`src/rtl/bus_xbar_pkg.sv`:
```
// Shared types and constants for the bus crossbar: FSM state encoding, error read data
// and the slave index map of the SoC.
package bus_xbar_pkg;

  typedef enum logic [1:0] {
    StIdle   = 2'd0,
    StActive = 2'd1,
    StResp   = 2'd2
  } state_e;

  localparam logic [31:0] ErrDataDefault = 32'hDEAD_BEEF;

  localparam int unsigned SlvRam      = 0;
  localparam int unsigned SlvRom      = 1;
  localparam int unsigned SlvFlash    = 2;
  localparam int unsigned SlvVga      = 3;
  localparam int unsigned SlvUart     = 4;
  localparam int unsigned SlvUartStat = 5;
  localparam int unsigned SlvDigseg   = 6;
  localparam int unsigned SlvPs2      = 7;

  // Index width that stays at least one bit for single-entry vectors.
  function automatic int unsigned idx_width(input int unsigned n);
    return (n > 1) ? $clog2(n) : 1;
  endfunction

endpackage

```
`src/rtl/bus_xbar_if.sv`:
```
// Flattened multi-master / multi-slave bus bundle. The crossbar takes the master side
// through modport master and the slave side through modport slave.
interface bus_xbar_if #(
  parameter int unsigned NUM_MASTERS = 2,
  parameter int unsigned NUM_SLAVES  = 8,
  parameter int unsigned ADDR_W      = 32,
  parameter int unsigned DATA_W      = 32
) ();

  logic [NUM_MASTERS-1:0]            m_stb_i;
  logic [NUM_MASTERS*ADDR_W-1:0]     m_addr_i;
  logic [NUM_MASTERS*DATA_W-1:0]     m_data_i;
  logic [NUM_MASTERS-1:0]            m_we_i;
  logic [NUM_MASTERS*(DATA_W/8)-1:0] m_sel_i;
  logic [DATA_W-1:0]                 m_data_o;
  logic [NUM_MASTERS-1:0]            m_ack_o;
  logic [NUM_MASTERS-1:0]            m_err_o;

  logic [NUM_SLAVES-1:0]             s_stb_o;
  logic [ADDR_W-1:0]                 s_addr_o;
  logic [DATA_W-1:0]                 s_data_o;
  logic                              s_we_o;
  logic [DATA_W/8-1:0]               s_sel_o;
  logic [NUM_SLAVES*DATA_W-1:0]      s_data_i;
  logic [NUM_SLAVES-1:0]             s_ack_i;

  modport master (
    input  m_stb_i, m_addr_i, m_data_i, m_we_i, m_sel_i,
    output m_data_o, m_ack_o, m_err_o
  );

  modport slave (
    output s_stb_o, s_addr_o, s_data_o, s_we_o, s_sel_o,
    input  s_data_i, s_ack_i
  );

endinterface

```
`src/rtl/bus_xbar_rr_arbiter.sv`:
```
// Combinational round-robin arbiter: first requester at or after ptr_i wins.
module bus_xbar_rr_arbiter
  import bus_xbar_pkg::*;
#(
  parameter int unsigned N    = 2,
  parameter int unsigned IdxW = idx_width(N)
) (
  input  logic [N-1:0]    req_i,
  input  logic [IdxW-1:0] ptr_i,
  output logic [N-1:0]    gnt_o,
  output logic [IdxW-1:0] idx_o,
  output logic            valid_o
);

  logic        found;
  int unsigned cand;

  always_comb begin
    gnt_o = '0;
    idx_o = '0;
    found = 1'b0;
    cand  = 0;
    for (int unsigned i = 0; i < N; i++) begin
      cand = 32'(ptr_i) + i;
      if (cand >= N) begin
        cand = cand - N;
      end
      for (int unsigned j = 0; j < N; j++) begin
        if (!found && (j == cand) && req_i[j]) begin
          found    = 1'b1;
          gnt_o[j] = 1'b1;
          idx_o    = IdxW'(j);
        end
      end
    end
  end

  assign valid_o = |req_i;

endmodule

```
`src/rtl/bus_xbar.sv`:
```
// Round-robin N-master / M-slave bus crossbar with registered strobe/ack handshake and
// error responses for unmapped addresses. Define BUS_XBAR_TIMEOUT_EN for a slave timeout.
module bus_xbar
  import bus_xbar_pkg::*;
#(
  parameter int unsigned       NUM_MASTERS = 2,
  parameter int unsigned       NUM_SLAVES  = 8,
  parameter int unsigned       ADDR_W      = 32,
  parameter int unsigned       DATA_W      = 32,
  parameter int unsigned       SEL_HI      = 31,
  parameter int unsigned       SEL_LO      = 28,
  parameter int unsigned       TIMEOUT     = 255,
  parameter logic [DATA_W-1:0] ERR_DATA    = DATA_W'(ErrDataDefault)
) (
  input  logic       clk,
  input  logic       rst,
  bus_xbar_if.master m_bus,
  bus_xbar_if.slave  s_bus
);

  localparam int unsigned MIdxW = idx_width(NUM_MASTERS);
  localparam int unsigned SelW  = SEL_HI - SEL_LO + 1;
  localparam int unsigned StrbW = DATA_W / 8;

  state_e                 state_q, state_d;
  logic [MIdxW-1:0]       ptr_q, ptr_d;
  logic [MIdxW-1:0]       gidx_q, gidx_d;
  logic [NUM_MASTERS-1:0] gnt_q, gnt_d;
  logic [NUM_SLAVES-1:0]  stb_q, stb_d;
  logic [ADDR_W-1:0]      addr_q, addr_d;
  logic [DATA_W-1:0]      wdata_q, wdata_d;
  logic                   we_q, we_d;
  logic [StrbW-1:0]       sel_q, sel_d;
  logic [DATA_W-1:0]      rdata_q, rdata_d;
  logic                   err_q, err_d;

  logic [NUM_MASTERS-1:0] arb_gnt;
  logic [MIdxW-1:0]       arb_idx;
  logic                   arb_valid;

  logic [ADDR_W-1:0]      req_addr;
  logic [DATA_W-1:0]      req_wdata;
  logic                   req_we;
  logic [StrbW-1:0]       req_sel;
  logic [SelW-1:0]        sel_field;
  logic                   req_hit;
  logic [NUM_SLAVES-1:0]  req_dec;

  logic                   ack_hit;
  logic [DATA_W-1:0]      slv_rdata;
  logic                   tmo_hit;

  bus_xbar_rr_arbiter #(
    .N    (NUM_MASTERS),
    .IdxW (MIdxW)
  ) u_arb (
    .req_i   (m_bus.m_stb_i),
    .ptr_i   (ptr_q),
    .gnt_o   (arb_gnt),
    .idx_o   (arb_idx),
    .valid_o (arb_valid)
  );

  // Attributes of the granted master.
  always_comb begin
    req_addr  = '0;
    req_wdata = '0;
    req_we    = 1'b0;
    req_sel   = '0;
    for (int unsigned m = 0; m < NUM_MASTERS; m++) begin
      if (arb_gnt[m]) begin
        req_addr  = m_bus.m_addr_i[m*ADDR_W +: ADDR_W];
        req_wdata = m_bus.m_data_i[m*DATA_W +: DATA_W];
        req_we    = m_bus.m_we_i[m];
        req_sel   = m_bus.m_sel_i[m*StrbW +: StrbW];
      end
    end
  end

  assign sel_field = req_addr[SEL_HI:SEL_LO];
  assign req_hit   = 32'(sel_field) < NUM_SLAVES;

  always_comb begin
    req_dec = '0;
    for (int unsigned s = 0; s < NUM_SLAVES; s++) begin
      req_dec[s] = (32'(sel_field) == s);
    end
  end

  // Only the strobed slave can complete; stray acks fall out of the mask.
  assign ack_hit = |(s_bus.s_ack_i & stb_q);

  always_comb begin
    slv_rdata = '0;
    for (int unsigned s = 0; s < NUM_SLAVES; s++) begin
      if (stb_q[s]) begin
        slv_rdata = s_bus.s_data_i[s*DATA_W +: DATA_W];
      end
    end
  end

`ifdef BUS_XBAR_TIMEOUT_EN
  logic [15:0] tmo_q, tmo_d;

  // Held at zero outside ACTIVE, so it restarts on every entry.
  assign tmo_d   = (state_q == StActive) ? tmo_q + 16'd1 : 16'd0;
  assign tmo_hit = (state_q == StActive) && ((32'(tmo_q) + 32'd1) >= TIMEOUT);

  always_ff @(posedge clk) begin
    if (rst) begin
      tmo_q <= '0;
    end else begin
      tmo_q <= tmo_d;
    end
  end
`else
  logic unused_timeout;
  assign unused_timeout = ^TIMEOUT;
  assign tmo_hit        = 1'b0;
`endif

  always_comb begin
    state_d = state_q;
    ptr_d   = ptr_q;
    gidx_d  = gidx_q;
    gnt_d   = gnt_q;
    stb_d   = stb_q;
    addr_d  = addr_q;
    wdata_d = wdata_q;
    we_d    = we_q;
    sel_d   = sel_q;
    rdata_d = rdata_q;
    err_d   = err_q;

    unique case (state_q)
      StIdle: begin
        if (arb_valid) begin
          gnt_d   = arb_gnt;
          gidx_d  = arb_idx;
          addr_d  = req_addr;
          wdata_d = req_wdata;
          we_d    = req_we;
          sel_d   = req_sel;
          if (req_hit) begin
            stb_d   = req_dec;
            err_d   = 1'b0;
            rdata_d = '0;
            state_d = StActive;
          end else begin
            err_d   = 1'b1;
            rdata_d = ERR_DATA;
            state_d = StResp;
          end
        end
      end
      StActive: begin
        // A real ack beats a timeout landing in the same cycle.
        if (ack_hit) begin
          rdata_d = slv_rdata;
          err_d   = 1'b0;
          stb_d   = '0;
          state_d = StResp;
        end else if (tmo_hit) begin
          rdata_d = ERR_DATA;
          err_d   = 1'b1;
          stb_d   = '0;
          state_d = StResp;
        end
      end
      StResp: begin
        state_d = StIdle;
        if ((32'(gidx_q) + 32'd1) >= NUM_MASTERS) begin
          ptr_d = '0;
        end else begin
          ptr_d = gidx_q + MIdxW'(1);
        end
      end
      default: begin
        state_d = StIdle;
        stb_d   = '0;
      end
    endcase
  end

  always_ff @(posedge clk) begin
    if (rst) begin
      state_q <= StIdle;
      ptr_q   <= '0;
      gidx_q  <= '0;
      gnt_q   <= '0;
      stb_q   <= '0;
      addr_q  <= '0;
      wdata_q <= '0;
      we_q    <= 1'b0;
      sel_q   <= '0;
      rdata_q <= '0;
      err_q   <= 1'b0;
    end else begin
      state_q <= state_d;
      ptr_q   <= ptr_d;
      gidx_q  <= gidx_d;
      gnt_q   <= gnt_d;
      stb_q   <= stb_d;
      addr_q  <= addr_d;
      wdata_q <= wdata_d;
      we_q    <= we_d;
      sel_q   <= sel_d;
      rdata_q <= rdata_d;
      err_q   <= err_d;
    end
  end

  assign s_bus.s_stb_o  = stb_q;
  assign s_bus.s_addr_o = addr_q;
  assign s_bus.s_data_o = wdata_q;
  assign s_bus.s_we_o   = we_q;
  assign s_bus.s_sel_o  = sel_q;

  assign m_bus.m_ack_o  = (state_q == StResp) ? gnt_q : '0;
  assign m_bus.m_err_o  = ((state_q == StResp) && err_q) ? gnt_q : '0;
  assign m_bus.m_data_o = (state_q == StResp) ? rdata_q : '0;

endmodule

```
`src/flat_wrapper.sv`:
```
// flat-port wrapper written by rule: the top's interface ports become plain ports
module bus_xbar_flat import bus_xbar_pkg::*;
#(
  parameter int unsigned       NUM_MASTERS = 2,
  parameter int unsigned       NUM_SLAVES  = 8,
  parameter int unsigned       ADDR_W      = 32,
  parameter int unsigned       DATA_W      = 32,
  parameter int unsigned       SEL_HI      = 31,
  parameter int unsigned       SEL_LO      = 28,
  parameter int unsigned       TIMEOUT     = 255,
  parameter logic [DATA_W-1:0] ERR_DATA    = DATA_W'(ErrDataDefault)
)
  (clk, rst, m_bus_m_stb_i, m_bus_m_addr_i, m_bus_m_data_i, m_bus_m_we_i, m_bus_m_sel_i, m_bus_m_data_o, m_bus_m_ack_o, m_bus_m_err_o, s_bus_s_stb_o, s_bus_s_addr_o, s_bus_s_data_o, s_bus_s_we_o, s_bus_s_sel_o, s_bus_s_data_i, s_bus_s_ack_i);
  bus_xbar_if #(.NUM_MASTERS(NUM_MASTERS), .NUM_SLAVES(NUM_SLAVES), .ADDR_W(ADDR_W), .DATA_W(DATA_W)) m_bus_i ();
  bus_xbar_if #(.NUM_MASTERS(NUM_MASTERS), .NUM_SLAVES(NUM_SLAVES), .ADDR_W(ADDR_W), .DATA_W(DATA_W)) s_bus_i ();
  input  logic clk;
  input  logic rst;
  input wire logic [$bits(m_bus_i.m_stb_i)-1:0] m_bus_m_stb_i;
  input wire logic [$bits(m_bus_i.m_addr_i)-1:0] m_bus_m_addr_i;
  input wire logic [$bits(m_bus_i.m_data_i)-1:0] m_bus_m_data_i;
  input wire logic [$bits(m_bus_i.m_we_i)-1:0] m_bus_m_we_i;
  input wire logic [$bits(m_bus_i.m_sel_i)-1:0] m_bus_m_sel_i;
  output wire logic [$bits(m_bus_i.m_data_o)-1:0] m_bus_m_data_o;
  output wire logic [$bits(m_bus_i.m_ack_o)-1:0] m_bus_m_ack_o;
  output wire logic [$bits(m_bus_i.m_err_o)-1:0] m_bus_m_err_o;
  output wire logic [$bits(s_bus_i.s_stb_o)-1:0] s_bus_s_stb_o;
  output wire logic [$bits(s_bus_i.s_addr_o)-1:0] s_bus_s_addr_o;
  output wire logic [$bits(s_bus_i.s_data_o)-1:0] s_bus_s_data_o;
  output wire logic [$bits(s_bus_i.s_we_o)-1:0] s_bus_s_we_o;
  output wire logic [$bits(s_bus_i.s_sel_o)-1:0] s_bus_s_sel_o;
  input wire logic [$bits(s_bus_i.s_data_i)-1:0] s_bus_s_data_i;
  input wire logic [$bits(s_bus_i.s_ack_i)-1:0] s_bus_s_ack_i;
  assign m_bus_i.m_stb_i = m_bus_m_stb_i;
  assign m_bus_i.m_addr_i = m_bus_m_addr_i;
  assign m_bus_i.m_data_i = m_bus_m_data_i;
  assign m_bus_i.m_we_i = m_bus_m_we_i;
  assign m_bus_i.m_sel_i = m_bus_m_sel_i;
  assign m_bus_m_data_o = m_bus_i.m_data_o;
  assign m_bus_m_ack_o = m_bus_i.m_ack_o;
  assign m_bus_m_err_o = m_bus_i.m_err_o;
  assign s_bus_s_stb_o = s_bus_i.s_stb_o;
  assign s_bus_s_addr_o = s_bus_i.s_addr_o;
  assign s_bus_s_data_o = s_bus_i.s_data_o;
  assign s_bus_s_we_o = s_bus_i.s_we_o;
  assign s_bus_s_sel_o = s_bus_i.s_sel_o;
  assign s_bus_i.s_data_i = s_bus_s_data_i;
  assign s_bus_i.s_ack_i = s_bus_s_ack_i;
  bus_xbar #(.NUM_MASTERS(NUM_MASTERS), .NUM_SLAVES(NUM_SLAVES), .ADDR_W(ADDR_W), .DATA_W(DATA_W), .SEL_HI(SEL_HI), .SEL_LO(SEL_LO), .TIMEOUT(TIMEOUT), .ERR_DATA(ERR_DATA)) u_core (.clk(clk), .rst(rst), .m_bus(m_bus_i), .s_bus(s_bus_i));
endmodule
```
`config.mk`:
```
export PLATFORM = sky130hd
export DESIGN_NAME = bus_xbar_flat
export DESIGN_NICKNAME = d
export VERILOG_FILES = /design/src/rtl/bus_xbar_pkg.sv /design/src/rtl/bus_xbar_if.sv /design/src/rtl/bus_xbar_rr_arbiter.sv /design/src/rtl/bus_xbar.sv /design/src/flat_wrapper.sv
export SDC_FILE = /design/constraint.sdc
export NUM_CORES = 1
export LEC_CHECK = 0
export CORE_AREA = 2 2 201 203
export DETAILED_ROUTE_END_ITERATION = 16
export DIE_AREA = 0 0 203 205
export PLACE_DENSITY = 0.48
export SLEW_MARGIN = 20
export SYNTH_ARGS = -nofsm -noshare
export SYNTH_HDL_FRONTEND = slang
export SYNTH_SLANG_ARGS = --single-unit
```
`constraint.sdc`:
```
create_clock -name clk -period 1.8 [get_ports clk]
set_clock_uncertainty 0.1 [all_clocks]
set_input_delay 0.36 -clock clk [delete_from_list [all_inputs] [get_ports clk]]
set_output_delay 0.36 -clock clk [all_outputs]
set_load 0.01 [all_outputs]
```
==> results.toml, run 1 <==
[detailed_routing]
drt_iter0_markers = 743
drc_errors = 0
vias_per_cell = 4.85
drtPass1Iterations = 6
final_antenna_net_count = 0
wirelength_um = 46000
num_vias = 9527
wire_per_inst_um = 23.4

[floorplanning]
num_io_pins = 519
row_count = 73
start_util_pct = 17.1
dieArea_um2 = 41600
die_x_um = 203
coreArea_um2 = 39400
die_h_um = 205

[synth]
synth_area_um2 = 6720
synth_top_area_share_pct = 34.3
yosysMostFrequentCell = "dfxtp_1"
yosys_register_bits = 115
synthFlopType = "dfxtp_1"
synth_edf_count = 0
synthesis.nets = 1213
ys_top_cells_by_count = "dfxtp_1 (115), nor2_1 (113), clkbuf_1 (75), a222oi_1 (65), a21oi_1 (51)"
syn_inst = 807
async_flop_share_pct = 0
synth-seq-area-share_pct = 34.3
synth_area_leaders = "dfxtp_1 (34%), a222oi_1 (9.7%), nor2_1 (6.3%)"
yosys_warnings = 0
syn_avg_cell_area_um2 = 8.33
synth.distinct_cells = 43
synth.largest_area_cell = "dfxtp_1"

[timing]
rsz0062_at_grt = "true"
post-route-period-util_pct = 111
min_period_ns = 1.99
fin_ws_ns = -0.192
worstMarginPinSlew_ns = 0.508
finalSetupViolCount = 95
slew_violations = 0
hold_viol_final = 0
fmax_mhz = 502
maxSlewHeadroom_pct = 66.0

[cells_and_area]
areaGrowthSynthToFinish_pct = 143
design_area_um2 = 16300
fin_nets = 1826
stdcell_count = 1964
fillers = 3880
drive_gt1_share_pct = 31.5

[status]
violations = "negative setup slack"
outcome = "finished with violations"

[global_routing]
grt_start_max_net_pins = 66
grt_pass1_vias = 9575
antenna_found_initial = 8
track_usage_pct = 20.0
grt-ovfl-total = 0
grt_pass1_wl_um = 62000

[power_and_ir_drop]
power_mw = 12.2
irDropWorstVdd_uv = 496
p_leak_nw = 6.32
power.density_nw_per_um2 = 747

[flow_run]
maxCapViolCount = 0

[hold_path]
holdCritPathClass = "in2reg"

[critical_path]
cp.required_ns = 1.34
max_stage_delay_ns = 0.34
path_cells = "nor2b_4, buf_12, buf_16, and3_4, buf_6"
critPathKind = "reg2out"
cp_data_arrival_time_ns = 1.53
cp-end-kind = "primary output"
slowest_stage = "dfxtp_2"
cp_max_fo = 5
cp-start-kind = "flip-flop"

[place]
gp_congestion = 0.855
io_buffer_count = 518
place_area_um2 = 13300
dp_cells = 1860
hpwlAfterDp_um = 32100

[clock_tree]
cts_made_buffers = 17
cts-root-buf = "clkbuf_16"
hold_buffers = 0
clk_path_buf_depth = 2
clk_latency_ns = 0.41
tritoncts = "built"
clk_pin_slew_ns = 0.06
cts_max_level = 4
clock_sinks = 115
## cell type report
cell class | instances | area, um2 | area share (%)
Antenna cell | 6 | 15.0 | 0.0919
Clock buffer | 18 | 439 | 2.69
Sequential cell | 115 | 2330 | 14.3
Tap cell | 525 | 657 | 4.02
Clock inverter | 14 | 155 | 0.950
Inverter | 34 | 128 | 0.781
Multi-Input combinational cell | 562 | 5190 | 31.8
Timing Repair Buffer | 690 | 7420 | 45.4
## where the power goes
group	switching [mW]	total, mW	internal (mW)
Combinational	2.48	5.60	3.12
Sequential	0.262	3.16	2.90
Clock	1.35	3.45	2.09
Total	4.09	12.2	8.11
## stage by stage
stage                     util, %  setup TNS, ns  worst slack [ns]  hold WS (ns)
after floorplan                 -              0           0.00250         0.341
after global placement       33.7         -33.06            -0.511         0.362
after detailed placement     33.7         -35.62            -0.492         0.363
after CTS                    39.5         -10.12            -0.245         0.165
after global routing         41.5         -17.13            -0.263         0.232
final                        41.5          -7.27            -0.192         0.218
## critical path: cells and delay by family, from the launching register on
kind	cells	cell delay [ns]
DFF	1	0.34
buffers and inverters	3	0.36
and+or+nand+nor	2	0.42
## registers in the layout (all words and copies together) (netlist names)
name	count
u_core.gnt_q	2
u_core.err_q	1
u_core.s_bus.s_sel_o	4
u_core.s_bus.s_we_o	1
u_core.s_bus.s_data_o	32
u_core.s_bus.s_addr_o	32
u_core.ptr_q	1
u_core.state_q	2
u_core.s_bus.s_stb_o	8
u_core.rdata_q	32
## cells by family after synthesis
logic type	share of synthesized area, %
and+or+nand+nor	24.4
AOI/OAI and AO/OA	33.6
buffers and inverters	7.82
DFF	34.3
## final timing paths
check	start	endpoint	slack [ns]	depth (start not counted)
worst min-delay path	rst	u_core.s_bus.s_addr_o[31]$_SDFFE_PP0P_	0.22	2
worst max register to register	u_core.s_bus.s_stb_o[4]$_SDFFE_PP0P_	u_core.rdata_q[31]$_SDFFE_PP0P_	-0.13	9
worst min register to register	u_core.rdata_q[22]$_SDFFE_PP0P_	u_core.rdata_q[22]$_SDFFE_PP0P_	0.40	2
worst max-delay path	u_core.state_q[1]$_SDFFE_PP0P_	m_bus_m_err_o[0]	-0.19	5
## layer usage
metal | share of wire [%] | GRT usage, %
met5 | 0.059 | 0
met3 | 7.5 | 5.30
met1 | 39 | 23.1
met4 | 3.4 | 8.42
met2 | 50 | 34.9
## timing repair
action                     in CTS  in global routing
buffers inserted               30                 23
gates cloned                   19                 13
setup endpoints to repair     164                112
pin swaps                      85                125
resized for setup             422                133
## placed cells by master (no fill, tap or decap), types with 7 or more instances in the layout
cell type,Yosys,final
dlygate4sd2_1,0,18
nor2_4,0,19
and3b_1,24,24
a221oi_1,32,9
a222oi_1,65,65
a31oi_4,0,14
nor3_1,30,9
buf_4,0,80
a221oi_2,0,8
nor3_2,19,33
buf_6,2,74
dlymetal6s2s_1,0,10
o31ai_2,0,7
and2_4,0,34
buf_12,0,28
a21oi_1,51,49
a31oi_2,0,7
buf_16,0,11
nor3_4,0,7
a221oi_4,0,15
nand3b_1,32,32
a221o_1,31,31
nor2_2,0,8
clkbuf_16,0,24
inv_1,34,34
o41ai_2,0,7
clkdlybuf4s50_1,0,449
nor2_1,113,86
dfxtp_1,115,104
o221ai_1,23,22
buf_8,0,7
nor2b_1,14,9
Note: power is estimated with default switching activity, not from simulation.
==> inputs of run 2 (changes only) <==
==> constraint.sdc (replaced) <==
create_clock -name clk -period 1.8 [get_ports clk]
set_clock_uncertainty 0.1 [all_clocks]
set_input_delay 0.45 -clock clk [delete_from_list [all_inputs] [get_ports clk]]
set_output_delay 0.45 -clock clk [all_outputs]
set_load 0.01 [all_outputs]
==> run 2 against run 1 <==
Compared with the run above: the run still ends with negative setup slack left; non-clock buffer count grew 6; critical path depth unchanged; register-to-register slack got worse by 0.06 ns; total power fell by 0.50%; global-route usage increased by 1.3 points; core utilization is 0.11 points lower; final cell count is 0.36% higher; die area did not move; combinational power hardly changed; critical path type unchanged; largest cell class unchanged; highest routed layer unchanged.
==> results.toml, run 2 (synthesis gave the netlist of run 1 again) <==
[place]
io_buffer_count = 518
hpwlAfterDp_um = 32200
gp_congestion = 0.838

[critical_path]
max_stage_delay_ns = 0.32
cp-start-kind = "flip-flop"
reg2reg_to = "u_core.rdata_q[8]$_SDFFE_PP0P_"
cp_max_fo = 5
worstRegToRegCells = 10
critPathKind = "reg2out"
r2r_setup_slack_ns = -0.19
timing.critical_path.to = "m_bus_m_err_o[1]"
crit_top_cell = "buf_6"
cp_data_arrival_time_ns = 1.48
path_cells = "nor2b_4, buf_6, buf_16, and3_4, buf_6"
r2r-start = "u_core.s_bus.s_stb_o[5]$_SDFFE_PP0P_"
cp.required_ns = 1.25
cp-end-kind = "primary output"
crit_path_start = "u_core.state_q[1]$_SDFFE_PP0P_"
slowest_stage = "dfxtp_2"

[timing]
finalSetupViolCount = 78
fin_setup_tns_ns = -10.75
worstMarginPinSlew_ns = 0.516
min_period_ns = 2.03
post-route-period-util_pct = 113
hold_viol_final = 0
maxSlewHeadroom_pct = 65.6
fin_ws_ns = -0.226
fmax_mhz = 494
slew_violations = 0
rsz0062_at_grt = "true"

[floorplanning]
start_util_pct = 17.1
dieArea_um2 = 41600
coreArea_um2 = 39400
die_x_um = 203
die_h_um = 205
num_io_pins = 519
row_count = 73

[detailed_routing]
drc_errors = 0
wirelength_um = 46400
drt_iter0_markers = 724
wire_per_inst_um = 23.5
num_vias = 9500
drtPass1Iterations = 8
vias_per_cell = 4.82
final_antenna_net_count = 0

[clock_tree]
cts-root-buf = "clkbuf_16"
cts_made_buffers = 17
hold_buffers = 0
tritoncts = "built"
clock_sinks = 115
clk_pin_slew_ns = 0.06
cts_max_level = 4
clk_path_buf_depth = 2
clk_latency_ns = 0.42

[global_routing]
grt_pass1_wl_um = 65700
track_usage_pct = 21.3
grt_start_max_net_pins = 47
grt_pass1_vias = 9786
antenna_found_initial = 10
grt-ovfl-total = 0

[cells_and_area]
areaGrowthSynthToFinish_pct = 142
drive_gt1_share_pct = 32.2
mostFrequentLayoutCell = "clkdlybuf4s50_1"
fin_nets = 1832
fillers = 3918
mostFrequentLayoutCells = "clkdlybuf4s50_1 (402), dfxtp_1 (104), buf_4 (93)"

[power_and_ir_drop]
power.density_nw_per_um2 = 745
irDropWorstVdd_uv = 537
power_mw = 12.1
p_leak_nw = 6.44

[hold_path]
holdCritPathClass = "in2reg"

[status]
violations = "negative setup slack"
outcome = "finished with violations"

[flow_run]
maxCapViolCount = 0
[run 2: cell count changes in the layout (fill, tap and decap cells not counted), sizes merged, moves of 2 or more]
cell	change
dlymetal6s2s	-8
inv	+4
clkbuf	-5
clkinvlp	-2
dlygate4sd2	+51
clkdlybuf4s50	-47
bufbuf	+3
buf	+11
[run 2: repair_timing]
item,CTS,global route
endpoints found under the setup margin,191,151
cloned,31,1
pin swaps,88,50
setup buffers,34,18
resized for setup,526,78
[run 2: worst min-delay path by stage]
stage | startpoint | endpoint | slack (ns) | cells past startpoint
5_1_grt | rst | u_core.s_bus.s_addr_o[31]$_SDFFE_PP0P_ | 0.32 | 2
6_report | rst | u_core.s_bus.s_addr_o[31]$_SDFFE_PP0P_ | 0.31 | 2
3_5_place_dp | u_core.rdata_q[20]$_SDFFE_PP0P_ | u_core.rdata_q[20]$_SDFFE_PP0P_ | 0.36 | 2
3_3_place_gp | u_core.rdata_q[24]$_SDFFE_PP0P_ | u_core.rdata_q[24]$_SDFFE_PP0P_ | 0.36 | 2
2_1_floorplan | u_core.err_q$_SDFFE_PP0P_ | u_core.err_q$_SDFFE_PP0P_ | 0.34 | 2
4_1_cts | rst | u_core.s_bus.s_addr_o[31]$_SDFFE_PP0P_ | 0.27 | 2
[run 2: per-layer routing]
metal	up-vias	part of all wire, %	global-route usage [%]	wire length [um]
met1	4633	39	24.3	18100
met5	-	0.058	0	27
met4	4	1.8	5.71	857
met2	387	52	39.3	24100
li1	4436	-	-	-
met3	40	7.1	5.33	3310
[run 2: area by class of cell]
cell class,count,area (um2),share of cell area [%]
timing repair buffer,696,7480,45.9
sequential,115,2330,14.3
antenna,7,17.5,0.108
multi-input combinational,562,5090,31.2
tap,525,657,4.03
inverter,34,128,0.783
clock buffer,18,439,2.70
clock inverter,14,144,0.883
[run 2: through the flow]
| step | hold WS [ns] | instances | util (%) | area [um2] | setup slack (ns) |
|---|---|---|---|---|---|
| 2_1_floorplan | 0.341 | 807 | - | 6730 | 0.00250 |
| 3_3_place_gp | 0.363 | 1861 | 33.7 | 13300 | -0.555 |
| 3_5_place_dp | 0.364 | 1861 | 33.7 | 13300 | -0.492 |
| 4_1_cts | 0.268 | 1956 | 40.6 | 16000 | -0.304 |
| 5_1_grt | 0.316 | 1970 | 41.4 | 16300 | -0.300 |
| 6_report | 0.305 | 1971 | 41.4 | 16300 | -0.226 |
[run 2: report_power, final]
part | internal (mW) | switching, mW | total [mW]
sequential | 2.89 | 0.248 | 3.14
clock | 1.99 | 1.41 | 3.39
combinational | 3.10 | 2.51 | 5.61
total | 7.98 | 4.16 | 12.1
[run 2: worst max-delay path: cells and delay by family (launching register included)]
kind	cells	cell delay [ns]
DFF	1	0.32
buffers and inverters	3	0.38
and+or+nand+nor	2	0.35
==> inputs of run 3 (changes only) <==
Settings changed: PLACE_DENSITY 0.48 to 0.47.
Clock period 1.8 ns to 2.6 ns, I/O delays scaled along.
==> run 3 against run 2 <==
Compared with the run above: highest routed layer unchanged; clock power decreased by 27%; the run now ends clean; critical path depth is the same; first-iteration DRC count grew 11%; sequential power decreased by 32%; largest cell class unchanged; clock-buffer cell count is 3 higher; via count is 7.4% lower; hold slack better by 0.075 ns; sequential cell count is the same; final cell count fell by 6.5%.
==> results.toml, run 3 (synthesis gave the netlist of run 1 again) <==
[hold_path]
min_from = "u_core.err_q$_SDFFE_PP0P_"
hold-path-endpoint = "u_core.err_q$_SDFFE_PP0P_"
holdCritPathClass = "reg2reg"
holdPathStages = 2

[critical_path]
cp.required_ns = 1.85
r2r_setup_slack_ns = 0.25
cp_max_fo = 14
cp-start-kind = "flip-flop"
r2r-start = "u_core.s_bus.s_stb_o[4]$_SDFFE_PP0P_"
cp-end-kind = "primary output"
worstRegToRegCells = 6
reg2reg_to = "u_core.rdata_q[19]$_SDFFE_PP0P_"
critPathKind = "reg2out"
cp_data_arrival_time_ns = 1.68

[detailed_routing]
vias_per_cell = 4.78
final_antenna_net_count = 0
num_vias = 8799
drtPass1Iterations = 6
drc_errors = 0
drt_iter0_markers = 801
wirelength_um = 40400
wire_per_inst_um = 21.9

[floorplanning]
die_x_um = 203
num_io_pins = 519
die_h_um = 205
dieArea_um2 = 41600
start_util_pct = 17.1
coreArea_um2 = 39400
row_count = 73

[timing]
maxSlewHeadroom_pct = 34.0
fin_ws_ns = 0.170
hold_viol_final = 0
fmax_mhz = 412
min_period_ns = 2.43
post-route-period-util_pct = 93.5
finalSetupViolCount = 0
slew_violations = 0
worstMarginPinSlew_ns = 0.988
rsz0062_at_grt = "false"

[power_and_ir_drop]
p_leak_nw = 5.14
power.density_nw_per_um2 = 545
irDropWorstVdd_uv = 445

[clock_tree]
clk_path_buf_depth = 2
cts-root-buf = "clkbuf_16"
tritoncts = "built"
cts_max_level = 4
clk_latency_ns = 0.42
clk_pin_slew_ns = 0.06
cts_made_buffers = 17
hold_buffers = 0
clock_sinks = 115

[global_routing]
grt_start_max_net_pins = 67
antenna_found_initial = 4
grt_pass1_wl_um = 56800
grt_pass1_vias = 8652
grt-ovfl-total = 0
track_usage_pct = 18.4

[place]
io_buffer_count = 518
place_area_um2 = 12800
pre_cts_slack_ns = -0.0599
gp_congestion = 0.841
hpwlAfterDp_um = 31400

[flow_run]
maxCapViolCount = 0

[cells_and_area]
final_util_pct = 34.1
areaGrowthSynthToFinish_pct = 99.7
drive_gt1_share_pct = 9.59
mostFrequentLayoutCells = "clkdlybuf4s50_1 (481), nor2_1 (111), dfxtp_1 (111)"
mostFrequentLayoutCell = "clkdlybuf4s50_1"
design_area_um2 = 13400
fin_nets = 1707

[status]
outcome = "complete, no violations"
-- run 3: cell count changes in the layout (fill, tap and decap cells not counted), sizes merged, moves of 3 or more --
cell           delta
buf             -154
dlygate4sd2      -47
dlymetal6s2s      +7
bufbuf            -4
diode             -4
inv               -5
clkdlybuf4s15     -3
clkdlybuf4s50    +79
-- run 3: per-layer routing --
metal / vias up / routed length [um] / GRT usage, %
met2: 398 / 19600 / 31.4
met3: 51 / 3140 / 5.20
met5: - / 13 / 0
li1: 4159 / - / -
met4: 2 / 1080 / 6.80
met1: 4189 / 16500 / 21.9
-- run 3: how the worst max path moves through the flow --
stage / startpoint / end / depth (start not counted)
2_1_floorplan: s_bus_s_ack_i[0] / u_core.rdata_q[11]$_SDFFE_PP0P_ / 7
3_3_place_gp: m_bus_m_stb_i[0] / u_core.rdata_q[31]$_SDFFE_PP0P_ / 7
3_5_place_dp: m_bus_m_stb_i[0] / u_core.rdata_q[31]$_SDFFE_PP0P_ / 7
4_1_cts: u_core.state_q[1]$_SDFFE_PP0P_ / m_bus_m_data_o[12] / 4
5_1_grt: u_core.state_q[1]$_SDFFE_PP0P_ / m_bus_m_data_o[7] / 5
6_report: u_core.state_q[1]$_SDFFE_PP0P_ / m_bus_m_data_o[5] / 5
-- run 3: power by group --
part	internal (mW)	switching [mW]
combinational	1.45	1.25
clock	1.59	0.901
sequential	2.00	0.128
-- run 3: critical path: stages (launching register included) --
cell,delay (ns)
dfxtp_1,0.33
nor2b_4,0.20
buf_4,0.15
clkbuf_16,0.15
and2_1,0.13
dlygate4sd2_1,0.30
-- run 3: through the flow --
step / cells / total power, mW / TNS, ns / hold WS (ns)
after floorplan: 807 / 3.33 / 0 / 0.341
after global placement: 1805 / 4.86 / 0 / 0.359
after detailed placement: 1805 / 4.88 / -0.357 / 0.366
after CTS: 1837 / 7.42 / 0 / 0.381
after global routing: 1841 / 7.73 / 0 / 0.408
final: 1842 / 7.32 / 0 / 0.380
-- run 3: final cells by class --
type                            instances  area [um2]
Multi-Input combinational cell        561        3930
Antenna cell                            3        7.51
Fill cell                            4097       25900
Sequential cell                       115        2310
Clock buffer                           21         470
Clock inverter                         11         150
Timing Repair Buffer                  572        5770
Inverter                               34         128
Tap cell                              525         657
-- run 3: what timing repair did --
action                                  4_1_cts  5_1_grt
setup buffers                                 0        1
endpoints found under the setup margin       31        9
resized for setup                            24        9
gates cloned                                  0        1
pin swaps                                     0        0
